===== src/rtl/cpu_pkg.sv =====
// Shared CPU-side constants and the program-loader state encoding.
// Latency: none (declarations only).
// Backpressure: not applicable.
package cpu_pkg;

  localparam int pDATA_WIDTH = 8;
  localparam int pADDR_WIDTH = 4;

  typedef enum logic [2:0] {
    LD_IDLE,
    LD_WAIT,
    LD_ADDR,
    LD_DATA,
    LD_CHECK,
    LD_DONE
  } mem_loader_state_e;

endpackage


===== src/rtl/common_reg.sv =====
// Enabled data register with asynchronous active-low clear.
// Latency: 1 cycle from ien to odata.
// Backpressure: none; holds its value while ien is low.
module common_reg #(
  parameter int pWIDTH = 8
) (
  input  logic              iclk,
  input  logic              irst_n,
  input  logic              ien,
  input  logic [pWIDTH-1:0] idata,
  output logic [pWIDTH-1:0] odata
);

  logic [pWIDTH-1:0] r_q;

  // Capture idata whenever enabled, otherwise hold
  always_ff @(posedge iclk or negedge irst_n) begin
    if (!irst_n) r_q <= '0;
    else if (ien) r_q <= idata;
  end

  assign odata = r_q;

endmodule


===== src/rtl/mem_loader.sv =====
// Program loader: writes an upstream byte stream to memory words 0..pLOAD_WORDS-1 over the shared bus.
// Latency: 3 cycles per word (WAIT/ADDR/DATA); odone one cycle after the last DATA (or after CHECK).
// Backpressure: oready only in WAIT (and CHECK); optional checksum byte enabled by MEM_LOADER_CHKSUM_EN.
module mem_loader
  import cpu_pkg::*;
#(
  parameter int pDATA_WIDTH = cpu_pkg::pDATA_WIDTH,
  parameter int pADDR_WIDTH = cpu_pkg::pADDR_WIDTH,
  parameter int pLOAD_WORDS = 2**pADDR_WIDTH
) (
  input  logic                   iclk,
  input  logic                   irst_n,
  input  logic                   istart,
  input  logic                   ivalid,
  input  logic [pDATA_WIDTH-1:0] idata,
  output logic                   oready,
  output logic [pDATA_WIDTH-1:0] obus,
  output logic                   obus_oe,
  output logic                   oaen,
  output logic                   oden,
  output logic                   ocpu_hold,
  output logic                   odone,
  output logic                   oerr
);

  localparam logic [pADDR_WIDTH-1:0] LAST_IDX = pADDR_WIDTH'(pLOAD_WORDS - 1);

  mem_loader_state_e             r_state;
  mem_loader_state_e             w_next;
  logic [pADDR_WIDTH-1:0]        r_cnt;
  logic                          r_hold;
  logic [pDATA_WIDTH-1:0]        w_byte;
  logic [pDATA_WIDTH-1:0]        w_addr_ext;
  logic                          w_hs;
  logic                          w_last;
  logic                          w_start;

  assign w_hs    = ivalid & oready;
  assign w_last  = (r_cnt == LAST_IDX);
  assign w_start = (r_state == LD_IDLE) & istart;

  // Byte register: captures every accepted upstream byte
  common_reg #(
    .pWIDTH (pDATA_WIDTH)
  ) u_byte (
    .iclk   (iclk),
    .irst_n (irst_n),
    .ien    (w_hs),
    .idata  (idata),
    .odata  (w_byte)
  );

  // Word counter zero-extended onto the bus during the address phase
  always_comb begin
    w_addr_ext                  = '0;
    w_addr_ext[pADDR_WIDTH-1:0] = r_cnt;
  end

  // State register
  always_ff @(posedge iclk or negedge irst_n) begin
    if (!irst_n) r_state <= LD_IDLE;
    else         r_state <= w_next;
  end

  // Next-state and bus/handshake outputs; everything idles at 0
  always_comb begin
    w_next  = r_state;
    oready  = 1'b0;
    obus    = '0;
    obus_oe = 1'b0;
    oaen    = 1'b0;
    oden    = 1'b0;
    odone   = 1'b0;
    case (r_state)
      LD_IDLE: begin
        if (istart) w_next = LD_WAIT;
      end
      LD_WAIT: begin
        oready = 1'b1;
        if (ivalid) w_next = LD_ADDR;
      end
      LD_ADDR: begin
        obus    = w_addr_ext;
        obus_oe = 1'b1;
        oaen    = 1'b1;
        w_next  = LD_DATA;
      end
      LD_DATA: begin
        obus    = w_byte;
        obus_oe = 1'b1;
        oden    = 1'b1;
        if (w_last) begin
`ifdef MEM_LOADER_CHKSUM_EN
          w_next = LD_CHECK;
`else
          w_next = LD_DONE;
`endif
        end else begin
          w_next = LD_WAIT;
        end
      end
`ifdef MEM_LOADER_CHKSUM_EN
      LD_CHECK: begin
        oready = 1'b1;
        if (ivalid) w_next = LD_DONE;
      end
`endif
      LD_DONE: begin
        odone  = 1'b1;
        w_next = LD_IDLE;
      end
      default: w_next = LD_IDLE;
    endcase
  end

  // Word counter: cleared on start, advanced after each non-final word
  always_ff @(posedge iclk or negedge irst_n) begin
    if (!irst_n)                              r_cnt <= '0;
    else if (w_start)                         r_cnt <= '0;
    else if (r_state == LD_DATA && !w_last)   r_cnt <= r_cnt + 1'b1;
  end

  // CPU hold: raised on start, released as DONE is left
  always_ff @(posedge iclk or negedge irst_n) begin
    if (!irst_n)                  r_hold <= 1'b0;
    else if (w_start)             r_hold <= 1'b1;
    else if (r_state == LD_DONE)  r_hold <= 1'b0;
  end

  assign ocpu_hold = r_hold;

`ifdef MEM_LOADER_CHKSUM_EN
  logic [pDATA_WIDTH-1:0] r_sum;
  logic [pDATA_WIDTH-1:0] w_sum_fin;
  logic                   r_err;

  assign w_sum_fin = r_sum + idata;

  // Running modular sum of image bytes accepted in WAIT
  always_ff @(posedge iclk or negedge irst_n) begin
    if (!irst_n)                          r_sum <= '0;
    else if (w_start)                     r_sum <= '0;
    else if (r_state == LD_WAIT && ivalid) r_sum <= w_sum_fin;
  end

  // Sticky checksum error, judged on the trailing byte and cleared by the next start
  always_ff @(posedge iclk or negedge irst_n) begin
    if (!irst_n)                            r_err <= 1'b0;
    else if (w_start)                       r_err <= 1'b0;
    else if (r_state == LD_CHECK && ivalid) r_err <= (w_sum_fin != '0);
  end

  assign oerr = r_err;
`else
  assign oerr = 1'b0;
`endif

endmodule


===== config.mk =====
export PLATFORM = sky130hd
export DESIGN_NAME = mem_loader
export DESIGN_NICKNAME = d
export VERILOG_FILES = /design/src/rtl/cpu_pkg.sv /design/src/rtl/common_reg.sv /design/src/rtl/mem_loader.sv
export SDC_FILE = /design/constraint.sdc
export NUM_CORES = 1
export LEC_CHECK = 0
export ABC_AREA = 1
export CAP_MARGIN = 20
export CORE_MARGIN = 2
export CORE_UTILIZATION = 45
export DETAILED_ROUTE_END_ITERATION = 16
export PLACE_DENSITY = 0.8
export RECOVER_POWER = 25
export REMOVE_ABC_BUFFERS = 1
export SYNTH_ARGS = -nofsm -noshare
export SYNTH_HDL_FRONTEND = slang
export SYNTH_SLANG_ARGS = --single-unit
export TNS_END_PERCENT = 20

===== constraint.sdc =====
create_clock -name iclk -period 1.47 [get_ports iclk]
set_input_delay 0.441 -clock iclk [delete_from_list [all_inputs] [get_ports iclk]]
set_output_delay 0.441 -clock iclk [all_outputs]
set_load 0.05 [all_outputs]

==> results by stage, run 1 <==
Critical path:
- The required time reported for the critical path endpoint is 1.03 ns.
- The worst register-to-register path has a setup slack of ~0.02 ns.
- The kind of critical path is register to output pin.
- The kind of launch point of the worst setup path is a register.
- The first element of the critical path is r_state[0].
- The reg-to-reg startpoint is r_state[0].
- STA classifies the critical path endpoint as an output pin.
- The endpoint of the worst-slack reg-to-reg timing path is u_byte.odata[3].
- Of all nets on the critical path, the largest fanout is 4.
- The critical path data arrival time is 1.37 ns.
- The worst register-to-register path has a depth of 8.

Status:
- The flow ran to the end, but the final reports show violations.
- The final reports fail on negative setup slack.

Synth:
- The post-synthesis sequential area ratio is 0.461.
- The area of the mapped netlist is 868 µm².
- The cell count after synthesis is 114.
- Of the post-synthesis cell area, the dominant cell type holds 0.461.
- The synthesis warning total is 0.
- Averaged over all synthesized cells, the footprint is 7.62 µm².
- The most used flip-flop cell after synthesis is sky130_fd_sc_hd__dfrtp_1.
- The fraction of registers with async set or reset after synthesis is 1.00.
- Ranked by instance count, the synthesized netlist is headed by sky130_fd_sc_hd__nand2_1, sky130_fd_sc_hd__dfrtp_1, sky130_fd_sc_hd__nand3_1, sky130_fd_sc_hd__inv_1, sky130_fd_sc_hd__nor2_1.
- The dominant combinational cell family by area after synthesis is simple AND/OR/NAND/NOR gates.
- The number of different library cells in the post-synthesis netlist is 22.
- Ranked by total cell area, the synthesized netlist is headed by sky130_fd_sc_hd__dfrtp_1, sky130_fd_sc_hd__nand2_1, sky130_fd_sc_hd__nand3_1, sky130_fd_sc_hd__inv_1, sky130_fd_sc_hd__nor2_1.
- The adder-cell share of the synthesized area is 0.0144.
- The most frequently used cell type in the post-synthesis netlist is sky130_fd_sc_hd__nand2_1.
- After synthesis, the share of cell area in mux cells is 0.
- The compound-gate portion of the synthesized area is 0.0274.
- Of the total synthesized cell area, the portion taken by XOR and XNOR cells is 0.0101.
- The dominant cell type by area after synthesis is sky130_fd_sc_hd__dfrtp_1.
- Of the total synthesized cell area, the portion taken by AND, OR, NAND and NOR gates is 0.388.
- The synthesized design contains 16 register bits.
- Counting flops with a built-in enable in the synthesized netlist gives 0.

Global route:
- The initial antenna violation count is 0.
- The wire length of the first global-routing pass is 3.84 mm.
- Entering global routing, the biggest net connects 17 pins.
- The via count of the first global-routing pass came to around 900.
- For this run the aggregate overflow at the end of global routing stands at 0.
- The overall track demand over capacity in global routing is 0.245.

Pwr:
- Summed over all cells, the static leakage comes to 0.735 nW.
- Power spread over the standard cell area amounts to 2060 nW/µm².
- The peak supply drop is approximately 0.0014 V.

STA:
- The clock skew is 0.00785 ns.
- The number of pins exceeding their max-slew limit in the final report was 0.
- Setup violations remaining at the end of the flow were counted as 13.
- The maximum clock frequency is 552 MHz.
- The worst path setup slack after routing is -0.343 ns.
- Counting I/O delays and the setup requirement, the final critical path takes 1.81 ns.
- The number of hold-slack violations in the final timing report is 0.
- The part of the cycle the worst path needs is 1.23.
- The final hold slack is 0.481 ns.
- Setup repair after global routing could not meet its margin everywhere.

Clock network:
- Counting every sink on the clock net gives 16.
- In this run the number of H-tree levels came out at 1.
- The post-CTS clock slew at the launch and capture registers of the worst setup and hold paths is 0.10 ns.
- The clock passes through at most 2 buffers.
- Hold repair after CTS inserted 0 buffers.
- The CTS tree is yes.
- The library cell used as clock root buffer is sky130_fd_sc_hd__clkbuf_4.
- The clock latency on the worst-skew pair is 0.29 ns.
- Counting the buffers created by CTS gives 3.

Floorplan:
- For this design the top-level I/O count stands at 27.
- The die is ~48 µm tall.
- The floorplan step defined a core boundary enclosing between 1500 and 2000 µm².
- Row generation in the floorplan step produced 15 rows.
- In this run the horizontal extent of the chip is 47.9 µm.
- The initial utilization of the core area, before any placement, comes to 0.492.
- The die outline area is around 2300 µm².

Placed design:
- The cell count after placement is 175.
- The worst slack at placement is -0.0941 ns.
- Summed over all nets, the half-perimeter wirelength after detailed placement is 1.71 mm.
- The congestion estimate from routability-driven global placement came to 0.752.
- The quantity of I/O buffers inserted on ports is 25.

Drt:
- After the first detailed-routing iteration, the DRC count stood at 28.
- The total detailed-routing wirelength is 2.64 mm.
- The remaining number of nets flagged by the antenna check after routing is 0.
- The number of iterations in the first detailed-routing pass is 4.
- The vias per cell is 5.23.
- The post-route DRC violation count is 0.
- The vias after detailed routing is 942.
- The wire length per cell after detailed routing is roughly 15 µm.

Run:
- Max-cap violations in this run came to 0.

Cells and area:
- From synthesis to final layout, the design area changed by 71.8%.
- The net count of the finished layout is 170.
- The antenna diode count is 0.
- The final cell count without fillers is 180.
- Of the cells placed in the final design, the portion with a size suffix greater than 1 is 0.387.
- The fill cell instance count of the final layout is 101.
- The post-layout utilization of the core is 0.845.

Hold path:
- The worst hold path was traced through 2 stages.
- The startpoint of the tightest hold check path is u_byte.odata[5].
- The tightest min-delay check is of the register to register type.
- The terminating pin of the worst hold path is u_byte.odata[5].
-- metrics by stage --
step                      power, W  cell area [µm²]  TNS [ns]
after floorplan            0.00170              845     -3.27
after global placement     0.00253             1370   -0.0785
after detailed placement   0.00259             1370    -0.500
after CTS                  0.00295             1450     -3.54
after global routing       0.00322             1490     -4.45
final                      0.00307             1490     -3.84
-- kinds of logic after synthesis --
logic type	after synthesis
adders and majority gates	1
other	1
xor gates and xnor gates	1
and+or+nand+nor	73
DFF	16
AOI/OAI and AO/OA	4
buffers and inverters	18
-- how the worst max path moves through the flow --
stage | end | slack [ns]
floorplan | obus[3] | -0.73
global placement | obus[3] | -0.03
detailed placement | obus[3] | -0.09
CTS | obus[3] | -0.37
global route | obus[2] | -0.40
finish | obus[2] | -0.34
-- worst max-delay path, stage by stage (launching register included) --
cell and delay [ns]:
sky130_fd_sc_hd__dfrtp_1 0.44, sky130_fd_sc_hd__nor2_2 0.14, sky130_fd_sc_hd__nand2_2 0.10, sky130_fd_sc_hd__inv_2 0.10, sky130_fd_sc_hd__nand2_1 0.07, sky130_fd_sc_hd__nand2_2 0.09
sky130_fd_sc_hd__buf_12 0.13
-- layout make-up --
type | instances | area, µm² | share of cell area
clock buffer | 3 | 22.5 | 0.0151
inverter | 15 | 58.8 | 0.0394
multi-input combinational | 80 | 452 | 0.303
sequential | 16 | 400 | 0.268
tap | 25 | 31.3 | 0.0210
timing repair buffer | 41 | 527 | 0.353
-- cells in the final DEF (no fill, tap or decap), types with 4 or more instances in the layout --
master,n
sky130_fd_sc_hd__buf_6,5
sky130_fd_sc_hd__inv_1,10
sky130_fd_sc_hd__nor2_1,4
sky130_fd_sc_hd__nand3_1,13
sky130_fd_sc_hd__nand2_1,33
sky130_fd_sc_hd__inv_2,4
sky130_fd_sc_hd__nand2_2,8
sky130_fd_sc_hd__dfrtp_1,16
sky130_fd_sc_hd__nor2_4,6
sky130_fd_sc_hd__buf_12,14
sky130_fd_sc_hd__buf_4,10
sky130_fd_sc_hd__clkdlybuf4s50_1,10
-- repair_timing --
| item | in CTS | in global routing |
|---|---|---|
| endpoints found under the setup margin | 13 | 21 |
| gates resized for setup | 17 | 12 |
| cloned | 0 | 0 |
| setup buffers | 1 | 1 |
| pin swaps | 1 | 1 |
| hold endpoints to repair | 0 | 0 |
-- flip-flops by register name, summed over array words and instances, names as in the netlist --
register,cells
r_state,3
r_cnt,4
ocpu_hold,1
u_byte.odata,8
-- metal layers --
metal / wire (µm) / GRT usage
met1: 1010 / 0.281
met2: 1410 / 0.443
met3: 138 / 0.0340
met4: 80 / 0.119
met5: 0 / 0
-- report_power, final --
| group | total [W] | internal [W] | leakage [nW] | switching, W |
|---|---|---|---|---|
| combinational | 0.00207 | 0.000896 | 0.523 | 0.00117 |
| sequential | 0.000766 | 0.000608 | 0.198 | 0.000159 |
| clock | 0.000237 | 0.0000954 | 0.0138 | 0.000142 |
Note: power is estimated with default switching activity, not from simulation.
==> run 2: changes to the inputs <==
Settings changed: CELL_PAD_IN_SITES_DETAIL_PLACEMENT from default to 1, CELL_PAD_IN_SITES_GLOBAL_PLACEMENT from default to 1, CORE_ASPECT_RATIO from default to 2, CORE_UTILIZATION 45 to 32.
==> results by stage, run 2 (synthesis gave the netlist of run 1 again) <==
Status:
- The run finished, with violations left.
- The checks that failed: negative setup slack.

STA:
- Summed over all failing endpoints, the final setup total negative slack is -3.59 ns.
- Hold timing on the final database bottoms out at a slack of between 0.4 and 0.5 ns.
- The number of hold-slack violations in the final timing report came to 0.
- Across all setup checks in the final design, the least slack found is -0.311 ns.
- Timing would allow up to roughly 560 MHz.
- The number of pins exceeding their max-slew limit in the final report came to 0.
- The clock period minus worst slack is 1.78 ns.
- Setup repair after global routing could not meet its margin everywhere.
- On the final layout, the worst clock skew is roughly 0.002 ns.
- The part of the cycle the worst path needs is 1.21.
- Setup violations remaining at the end of the flow were counted as 14.

Pwr:
- The leakage component of the power is between 0.7 and 0.8 nW.
- The design draws about 0.0035 W.
- Power spread over the standard cell area amounts to between 2000 and 2500 nW/µm².
- The peak supply drop is 0.00125 V.

Clock network:
- The library cell used as clock root buffer is sky130_fd_sc_hd__clkbuf_8.
- The sink count of the clock tree is 16.
- Clock-pin slew was measured on the worst setup and hold paths at 0.06 ns.
- The later pin in the worst-skew pair is clocked with a latency of 0.26 ns.
- No sink is reached through more buffers than the 2 on the longest clock path.
- TritonCTS built the clock tree.
- The number of clock buffers inserted by TritonCTS is 3.
- Hold repair after CTS inserted 0 buffers.
- The number of H-tree levels is 1.

Run:
- The number of max-capacitance violations reported is 0.

Global route:
- The initial antenna violation count is 0.
- The maximum number of pins on one net before global-route repair is 17.
- The first global-routing pass estimated roughly 5.4 mm of wire.
- The via count of the first global-routing pass was 1110.
- Across every metal layer, demand over resource in global routing totals 0.250.
- The overflow left after global routing is 0.

Drt:
- Summed over all layers, the routed wires come to 3.60 mm.
- For this run, the detailed router's first-pass iteration total came to 5.
- Using the TritonRoute via totals, the vias-per-cell ratio works out to roughly 5.2.
- Detailed routing inserted a total of 975 vias.
- The remaining number of nets flagged by the antenna check after routing is 0.
- After detailed routing, the average wire length per cell comes to 19.3 µm.
- For this block, the initial DRC count from the detailed router was 21.
- The post-route DRC violation count is 0.

Floorplan:
- Measured along the x axis, the die boundary spans 40.8 µm.
- The die outline area is between 3000 and 4000 µm².
- The floorplan has 26 rows.
- The core region area is 2570 µm².
- The height of the chip is 77.7 µm.
- The initial utilization of the core area, before any placement, comes to 0.338.
- During I/O placement, the number of pins put on the boundary was 27.

Cells and area:
- The repair_antennas step left the layout with diodes totalling 0.
- In the layout the commonest cells are sky130_fd_sc_hd__nand2_1, sky130_fd_sc_hd__buf_12, sky130_fd_sc_hd__nand3_1, sky130_fd_sc_hd__buf_4, sky130_fd_sc_hd__dfrtp_1.
- The number of nets in the finished design is 172.
- After routing the design area is around 1600 µm².
- The number of flip-flops under the largest register name is 8.
- The final cell count without fillers is between 150 and 200.
- Fill cells in the final layout number 278.
- The area added between synthesis and finish is 83.9%.
- The most common cell after layout, fill and taps aside is sky130_fd_sc_hd__nand2_1.
- Of the cells placed in the final design, the portion with a size suffix greater than 1 is 0.443.

Critical path:
- Data arrives at the worst endpoint at 1.34 ns.
- The reg-to-reg startpoint is r_state[1].
- The kind of critical path is register to output pin.
- In this run the worst path has a maximum fanout of 6.
- Across all register-to-register paths, the minimum setup slack is 0 ns.
- For the worst flop-to-flop path, the logic depth is 8.
- The endpoint of the worst-slack reg-to-reg timing path is u_byte.odata[6].
- STA classifies the critical path startpoint as a register.
- At the worst endpoint, the required time is 1.03 ns.
- The kind of end point of the critical path is an output pin.

Placed design:
- The half-perimeter wire length after placement is ~2.2 mm.
- The quantity of I/O buffers inserted on ports is 25.
- After detailed placement, the total cell area comes to 1380 µm².
- The congestion estimate from routability-driven global placement came to 0.719.
- The cell count after placement is 179.

Hold path:
- The worst hold path belongs to the class register to register.
- The startpoint identified for the worst hold timing path is u_byte.odata[7].
- The terminating pin of the worst hold path is u_byte.odata[7].
- The worst hold path stage count is 2.
## run 2: cell types whose count changed in the layout (fill, tap and decap cells not counted), sizes merged
| cell | change |
|---|---|
| clkbuf | +1 |
| buf | +2 |
## run 2: metal layers
layer | global-route usage | wire length (µm) | share of wire | vias to the layer above
met5 | 0 | 0 | 0 | -
met4 | 0.100 | 101 | 0.028 | 0
met3 | 0.0543 | 219 | 0.061 | 11
met2 | 0.438 | 2180 | 0.61 | 46
met1 | 0.257 | 1090 | 0.30 | 480
li1 | - | - | - | 438
## run 2: timing repair
item                       CTS  global route
buffers inserted             3             1
pin swaps                    3             4
setup endpoints to repair   21            22
resized for setup           25            20
## run 2: worst max-delay path, cell delays in order, from the launching register on
cell,delay (ns)
sky130_fd_sc_hd__dfrtp_2,0.44
sky130_fd_sc_hd__inv_2,0.09
sky130_fd_sc_hd__nand3_4,0.08
sky130_fd_sc_hd__buf_4,0.20
sky130_fd_sc_hd__nor2_4,0.12
sky130_fd_sc_hd__buf_12,0.15
## run 2: cell type report
cell class / count / area, µm² / share of cell area
multi-input combinational: 80 / 499 / 0.313
tap: 28 / 35.0 / 0.0219
clock buffer: 4 / 55.1 / 0.0345
timing repair buffer: 43 / 538 / 0.337
sequential: 16 / 405 / 0.254
inverter: 15 / 63.8 / 0.0400
## run 2: worst max path at each step
stage | depth (start not counted) | slack (ns) | startpoint | to
floorplan | 3 | -0.73 | r_state[2] | obus[3]
global placement | 5 | -0.07 | r_state[0] | obus[3]
detailed placement | 5 | -0.15 | r_state[0] | obus[3]
CTS | 7 | -0.32 | r_state[2] | obus[3]
global route | 5 | -0.35 | r_state[2] | obus[5]
finish | 5 | -0.31 | r_state[2] | obus[5]
## run 2: metrics by stage
step | util | setup WS, ns
after floorplan | - | -0.729
after global placement | 0.538 | -0.0685
after detailed placement | 0.538 | -0.148
after CTS | 0.595 | -0.318
after global routing | 0.621 | -0.355
final | 0.621 | -0.311
## run 2: power by group
| part | switching, W | internal [W] |
|---|---|---|
| registers | 0.000216 | 0.000618 |
| logic | 0.00129 | 0.000954 |
| clock network | 0.000164 | 0.000238 |
==> run 3: changes to the inputs <==
Settings changed: GPL_TIMING_DRIVEN from default to 0, TNS_END_PERCENT 20 to default.
==> results by stage, run 3 (synthesis gave the netlist of run 1 again) <==
Status:
- The run finished, with violations left.
- The final reports fail on negative setup slack.

Critical path:
- In this run the worst path has a maximum fanout of 6.
- By startpoint and endpoint, the worst setup path is classified as register to output pin.
- The critical path data arrival time is 1.31 ns.
- The required time reported for the critical path endpoint is 1.03 ns.
- STA classifies the critical path endpoint as an output pin.
- In this run the critical register-to-register path is launched from r_state[2].
- The setup slack on the worst flop-to-flop path is 0.10 ns.
- The kind of launch point of the worst setup path is a register.
- In this run the critical register-to-register path is captured at r_cnt[3].
- The cell count of the worst reg-to-reg path is 5.
- The critical path starts at r_state[2].

Drt:
- The total detailed-routing wirelength is ~2.4 mm.
- The remaining number of nets flagged by the antenna check after routing is 0.
- After detailed routing, the average wire length per cell comes to about 14 µm.
- The vias per cell is 4.88.
- The routed layout has 864 vias.
- The pre-antenna-repair detailed-routing pass consisted of 4 iterations.
- The post-route DRC violation count is 0.
- The initial detailed-routing violation count is 9.

Pwr:
- The share of total power dissipated in the clock network is 0.116.
- The peak supply drop is 0.00140 V.
- The post-layout total power is 0.00281 W.
- The sequential group share of total power is 0.276.
- Of the total power, combinational logic draws 0.608.
- The switching share of power is 0.483.
- The internal power is approximately 0.0015 W.
- For this design the total switching power over the nets is about 0.0014 W.
- In this run the power density over the cells is 2120 nW/µm².
- The leakage component of the power is 0.675 nW.

Global route:
- For met3 alone, demand over resource in global routing was 0.0286.
- The overall track demand over capacity in global routing is 0.191.
- The first global-routing pass estimated 4.21 mm of wire.
- The maximum number of pins on one net before global-route repair is 17.
- The via count of the first global-routing pass was 918.
- In the global route stage, met1 resource usage came out at 0.209.
- The most used routing layer in global routing is met2.
- The met2 capacity usage during global routing is 0.330.
- For this run the aggregate overflow at the end of global routing stands at 0.
- The initial antenna violation count is 0.

Cells and area:
- In the final layout, the multi-input gates occupy 427 µm².
- The fraction of final layout cells sized beyond drive strength 1 is 0.336.
- The register with the most flip-flops in the layout has 8 of them.
- The repair_antennas step left the layout with diodes totalling 0.
- For this run, the share of the core covered by cells in the final layout is 0.517.
- After routing the design area is about 1300 µm².
- The area added between synthesis and finish is 52.9%.
- After filler insertion, the fill cell instance count of the layout stands at between 300 and 400.
- The area of all sequential standard cells is 404 µm².
- Leaving out fill and tap cells, the most frequent cell in the layout is sky130_fd_sc_hd__nand2_1.
- The number of nets in the finished design is 164.
- In the layout the commonest cells are sky130_fd_sc_hd__nand2_1, sky130_fd_sc_hd__nand3_1, sky130_fd_sc_hd__dfrtp_1, sky130_fd_sc_hd__buf_6.

Clock network:
- The sink count of the clock tree is 16.
- The CTS tree is yes.
- The library cell used as clock root buffer is sky130_fd_sc_hd__clkbuf_8.
- The number of clock buffers inserted by TritonCTS is 3.
- The post-CTS clock slew at the launch and capture registers of the worst setup and hold paths is 0.06 ns.
- For the worst-skew pair, the clock arrives at the later sink with an insertion delay of 0.25 ns.
- The maximum number of buffers from clock root to sink is 2.
- In this run the number of H-tree levels came out at 1.

Floorplan:
- 27 I/O pins were placed.
- The floorplan die width is approximately 41 µm.
- The floorplan has 26 rows.
- The height of the chip is a little under 80 µm.
- In this run the standard cell core region covers approximately 2600 µm².
- The floorplan step defined a die boundary enclosing roughly 3200 µm².
- The initial core utilization is 0.338.

Placed design:
- The post-placement cell area is roughly 1100 µm².
- The placer's final routability congestion estimate is 0.725.
- The quantity of I/O buffers inserted on ports is 25.
- OpenSTA, run right after detailed placement, puts the worst setup slack at -0.821 ns.
- The half-perimeter wire length after placement is 1.76 mm.

STA:
- The worst slew slack as a fraction of its limit is 0.478.
- The number of hold-slack violations in the final timing report is 0.
- The tightest hold path in the finished design has a slack of 0.476 ns.
- Setup repair after global routing could not meet its margin everywhere.
- For this run, the top clock speed supported by timing is between 500 and 600 MHz.
- The part of the cycle the worst path needs is 1.19.
- At the pin with the least slew margin, the transition time is 0.781 ns.
- The clock period minus worst slack is 1.75 ns.
- The number of pins exceeding their max-slew limit in the final report was 0.
- The worst path setup slack after routing is -0.277 ns.
- The final setup violation count is 13.
- The clock skew is approximately 0.0017 ns.

Hold path:
- The worst hold path stage count is 2.
- The terminating pin of the worst hold path is u_byte.odata[1].
- The kind of path behind the tightest hold check is register to register.
- In this run the most critical hold path is launched from u_byte.odata[1].

Run:
- The number of max-capacitance violations reported is 0.
-- run 3: worst max-delay path by stage --
stage / depth (start not counted) / endpoint
after floorplan: 3 / obus[3]
after global placement: 6 / obus[3]
after detailed placement: 6 / obus[3]
after CTS: 6 / obus[3]
after global routing: 6 / obus[3]
final: 5 / obus[4]
-- run 3: metrics by stage --
stage,setup TNS (ns),instances
6_report,-2.81,177
5_1_grt,-3.64,177
4_1_cts,-2.73,175
3_5_place_dp,-10.12,164
3_3_place_gp,-9.57,164
2_1_floorplan,-3.27,111
-- run 3: final cells by class --
type                    instances  area share
repair buffers                 35       0.267
inverters                      15      0.0500
clock buffers                   3      0.0311
multi-input cells              80       0.321
flip-flops and latches         16       0.304
well taps                      28      0.0264
-- run 3: what timing repair did --
action / 4_1_cts / 5_1_grt
gates cloned: 0 / 0
hold buffers: 0 / 0
setup buffers: 8 / 2
setup endpoints to repair: 14 / 18
pin swaps: 5 / 0
gates resized for setup: 115 / 5
-- run 3: layer usage --
layer | vias to the layer above | wire, µm
met5 | - | 0
met4 | 0 | 21
met3 | 2 | 77
met2 | 23 | 1430
met1 | 415 | 877
li1 | 424 | -
-- run 3: worst max-delay path, cell delays in order (launching register included) --
cell and delay, ns:
sky130_fd_sc_hd__dfrtp_2 0.45, sky130_fd_sc_hd__inv_4 0.09, sky130_fd_sc_hd__nand3_4 0.11, sky130_fd_sc_hd__buf_4 0.16, sky130_fd_sc_hd__nor2_2 0.08, sky130_fd_sc_hd__buf_6 0.16
-- run 3: power by group through the flow --
stage | clock (W) | sequential, W | combinational (W)
final | 0.000327 | 0.000775 | 0.00171
after floorplan | 0 | 0.000730 | 0.000967
after detailed placement | 0 | 0.000764 | 0.00137
after global routing | 0.000360 | 0.000800 | 0.00184
after global placement | 0 | 0.000756 | 0.00133
after CTS | 0.000342 | 0.000774 | 0.00165
